## config.mk

```make
export PLATFORM = sky130hd
export DESIGN_NAME = oam_dma
export DESIGN_NICKNAME = d
export VERILOG_FILES = /design/src/rtl/oam_dma_pkg.sv /design/src/rtl/oam_dma.sv
export SDC_FILE = /design/constraint.sdc
export NUM_CORES = 1
export LEC_CHECK = 0
export ABC_AREA = 1
export BUFFER_PORTS_ARGS = -buffer_cell sky130_fd_sc_hd__buf_2
export CAP_MARGIN = 25
export CORE_MARGIN = 2
export CORE_UTILIZATION = 50
export CTS_CLUSTER_SIZE = 24
export DETAILED_ROUTE_END_ITERATION = 12
export PLACE_DENSITY = 0.84
export SKIP_CTS_REPAIR_TIMING = 1
export SLEW_MARGIN = 20
export SYNTH_ARGS = -nofsm -noshare
export SYNTH_HDL_FRONTEND = slang
export SYNTH_SLANG_ARGS = --single-unit
```

## constraint.sdc

```tcl
create_clock -name clk -period 3 [get_ports clk]
set_input_delay 0.15 -clock clk [delete_from_list [all_inputs] [get_ports clk]]
set_output_delay 0.15 -clock clk [all_outputs]
set_load 0.02 [all_outputs]
```

## src/rtl/oam_dma_pkg.sv

```systemverilog
// oam_dma_pkg: bus widths, register addresses and state encoding shared by the sprite DMA.
package oam_dma_pkg;
   localparam int ADDR_W = 16;
   localparam int REG_W = 8;
   localparam logic [15:0] TRIG_ADDR = 16'h4014;
   localparam logic [15:0] OAM_ADDR = 16'h2004;
   typedef enum logic [2:0] {
      DMA_IDLE,
      DMA_HALT,
      DMA_ALIGN,
      DMA_READ,
      DMA_WRITE
   } dma_state_t;
endpackage

```

## src/rtl/oam_dma.sv

```systemverilog
// oam_dma: sprite DMA master; a $4014 write stalls the CPU and copies one page to the OAM data port.
module oam_dma
   import oam_dma_pkg::*;
#(
   parameter int ADDR_WIDTH = ADDR_W,
   parameter int REG_WIDTH = REG_W,
   parameter logic [ADDR_WIDTH-1:0] DMA_TRIG_ADDR = TRIG_ADDR,
   parameter logic [ADDR_WIDTH-1:0] OAM_DATA_ADDR = OAM_ADDR
) (
   input  logic                  clk,
   input  logic                  reset_n,
   input  logic [ADDR_WIDTH-1:0] cpu_addr,
   input  logic [REG_WIDTH-1:0]  cpu_dout,
   input  logic                  cpu_r_w_n,
   input  logic [REG_WIDTH-1:0]  mem_din,
   output logic                  rdy,
   output logic                  dma_active,
   output logic [ADDR_WIDTH-1:0] dma_addr,
   output logic [REG_WIDTH-1:0]  dma_dout,
   output logic                  dma_r_w_n
);
   dma_state_t state, state_nxt;
   logic [REG_WIDTH-1:0] page, idx, data;
   logic parity;
   logic trig;
   assign trig = (cpu_addr == DMA_TRIG_ADDR) && !cpu_r_w_n;
   always_ff @(posedge clk or negedge reset_n) begin
      if (!reset_n) begin
         state <= DMA_IDLE;
         page <= '0;
         idx <= '0;
         data <= '0;
         parity <= 1'b0;
      end else begin
         state <= state_nxt;
         parity <= ~parity;
         if (state == DMA_IDLE && trig) begin
            page <= cpu_dout;
            idx <= '0;
         end
         if (state == DMA_READ) data <= mem_din;
         if (state == DMA_WRITE) idx <= idx + 1'b1;
      end
   end
   // HALT waits out CPU write cycles; parity picks whether a dummy read is needed
   always_comb begin
      state_nxt = state;
      case (state)
         DMA_IDLE:  state_nxt = trig ? DMA_HALT : DMA_IDLE;
         DMA_HALT:  state_nxt = !cpu_r_w_n ? DMA_HALT : parity ? DMA_READ : DMA_ALIGN;
         DMA_ALIGN: state_nxt = DMA_READ;
         DMA_READ:  state_nxt = DMA_WRITE;
         DMA_WRITE: state_nxt = &idx ? DMA_IDLE : DMA_READ;
         default:   state_nxt = DMA_IDLE;
      endcase
   end
   assign rdy = state == DMA_IDLE;
   assign dma_active = state == DMA_ALIGN || state == DMA_READ || state == DMA_WRITE;
   assign dma_r_w_n = state != DMA_WRITE;
   assign dma_addr = state == DMA_WRITE ? OAM_DATA_ADDR
                   : dma_active ? ADDR_WIDTH'({page, idx}) : '0;
   assign dma_dout = data;
endmodule

```

==> impl_metrics.toml <==
[run_status]
status = "complete, no violations"

[floorplanning]
coreArea_um2 = 2730
rows = 19
boundaryPins = 62
fp.dieH_um = 57.2
die_w_um = 57.2
start_util_pct = 51.9
die-area_um2 = 3280

[setup_path]
startpoint_type = "flop"
cp_data_required_time_ps = 2850
path_max_fanout = 14
slowest_delay_ps = 450
critical_path.most_common_cell = "nand2_1"
cp.arrival_ps = 1590
end_kind = "primary output"
crit_chain = "nor2_2 > nand2_1 > nand2_1 > buf_2"
cpMaxStageDelayCell = "dfrtp_1"
path_class = "reg -> out"

[final_layout]
num_antenna_cells = 0
fillers = 246
multi_input_comb_area_um2 = 602
finish.instance_area_um2 = 1820
seqCellArea_um2 = 701
area_growth_pct = 28.7
nets = 295
layout-drive-gt1-share_pct = 31.0

[sta]
setup_viol = 0
finClkSkew_ps = 6.60
tightest_slew_ps = 590
fin_crit_ps = 1740
drv_slew = 0
max_freq_mhz = 576
setup_tns_ps = 0
grt_setup_unrepaired = "no"
timing.final.crit_share_pct = 57.9
hold_viol_final = 0
relSlewSlack_pct = 60.6

[synthesis]
ys_warn_count = 0
ys_seq_area_share_pct = 49.4
synth_cell_type_count = 22
syn_area_per_cell_um2 = 7.35
synth_top_area_share_pct = 49.4
syn-num-nets = 229
ys_ff_latch = 28
syn_inst = 193
syn_area_um2 = 1420
synth_area_leaders = "dfrtp_1 49%, nand2_1 21%, nor2_1 7.4%"
yosys.area.top_type = "dfrtp_1"

[power_and_ir_drop]
p_leak_nw = 1.08
peakVddDrop_v = 0.000562
p_per_area_nw_per_um2 = 685
power.total_mw = 1.25

[placed_design]
dp_hpwl_um = 2220
place.gp.congestion = 0.813
port_buffers = 61
place_area_um2 = 1740

[route]
postRouteAntennaNets = 0
wire_per_inst_um = 10.2
vias = 1377
drt-total-wl_um = 2960
drc = 0
vias_per_cell = 4.76
first_pass_iters = 4
first_iter_violations = 38

[run]
maxCapViolations = 0

[cts]
htreeDepth = 1
cts_root_buf = "clkbuf_4"
clockBufferDepth = 2
clk_pin_slew_ps = 150
cts.sinks = 28
cts_buffers = 3
cts_tree = "done"
clk_latency_ps = 320

[global_routing]
grt_pass1_wl_um = 5030
grt_max_degree = 29
grt_overflow = 0
grt_usage_pct = 19.4
antenna_found_initial = 0
first_global_vias = 1213

[min_path]
hold_class = "in -> reg"
final cells by class:
class                   instances  share of cell area, %
clock buffers                   3                   1.23
well taps                      31                   2.13
repair buffers                 64                   18.4
clock inverters                 1                   1.65
multi-input cells             137                   33.0
inverters                      25                   5.21
flip-flops and latches         28                   38.4
through the flow:
stage	util (%)	hold WS, ps	cells	setup WS (ps)
4_1_cts	65.6	-183	286	1260
2_1_floorplan	-	-146	193	1700
5_1_grt	66.7	3.86	289	1130
3_5_place_dp	63.7	192	282	1560
3_3_place_gp	63.7	195	282	1640
6_report	66.7	2.89	289	1260
cells by family (layout without fill, tap and decap cells):
kind of cell | Yosys count | count (layout) | synth area share (%)
buffers and inverters | 28 | 93 | 8.12
flip-flops | 28 | 28 | 49.4
AO/OA/AOI/OAI | 4 | 4 | 1.76
AND/OR/NAND/NOR | 132 | 132 | 39.8
adder cells (fa/ha/maj) | 1 | 1 | 0.882
synthesized netlist by cell type:
library cell and instances:
nor2_2 4, clkinv_2 1, dfrtp_1 28, nand3_2 1, nand3_1 11, o211ai_1 1, a21oi_1 1, nor2_1 28
nand2_1 79, ha_1 1, inv_2 5, nor2_4 1, nand4_1 3, or2_1 2, inv_1 19, o21ai_0 1
nand2_2 2, nand3_4 1, clkbuf_1 1, buf_6 1, o21bai_1 1, buf_2 1
power breakdown:
group | internal, mW | total [mW] | switching [mW]
clock | 0.135 | 0.244 | 0.109
sequential | 0.461 | 0.520 | 0.0594
combinational | 0.162 | 0.485 | 0.323
total | 0.759 | 1.25 | 0.490
path summary, 6_finish.rpt:
kind	from	to	slack [ps]	cells after the start
max	state[0]	dma_addr[13]	1260	4
min	mem_din[0]	dma_dout[0]	3	3
max reg2reg	state[0]	idx[7]	1520	6
min reg2reg	parity	parity	430	1
max in group asynchronous	reset_n	page[3]	2270	2
min in group asynchronous	reset_n	idx[2]	340	2
placed cells by master (no fill, tap or decap), drive strengths merged:
master	instances
o21bai	1
ha	1
nand4	3
buf	61
nor2	33
nand2	81
dfrtp	28
a21oi	1
o211ai	1
dlygate4sd3	3
inv	24
clkbuf	3
bufinv	1
nand3	13
o21ai	1
or2	2
clkinv	1
metal layers:
metal	up-vias	track usage, %	part of all wire [%]
met5	-	0	0
met4	0	5.98	1.5
met3	6	3.40	7.1
met2	48	32.7	47
met1	614	25.6	44
li1	709	-	-
registers in the layout, indices dropped and copies added (netlist names):
name	cells
dma_dout	8
page	8
state	3
idx	8
parity	1
critical path: cells and delay by family (launching register included):
kind          cells  cell delay, ps
simple gates      3             630
flops             1             450
buf+inv           1             180
(Power assumes the default switching activity.)
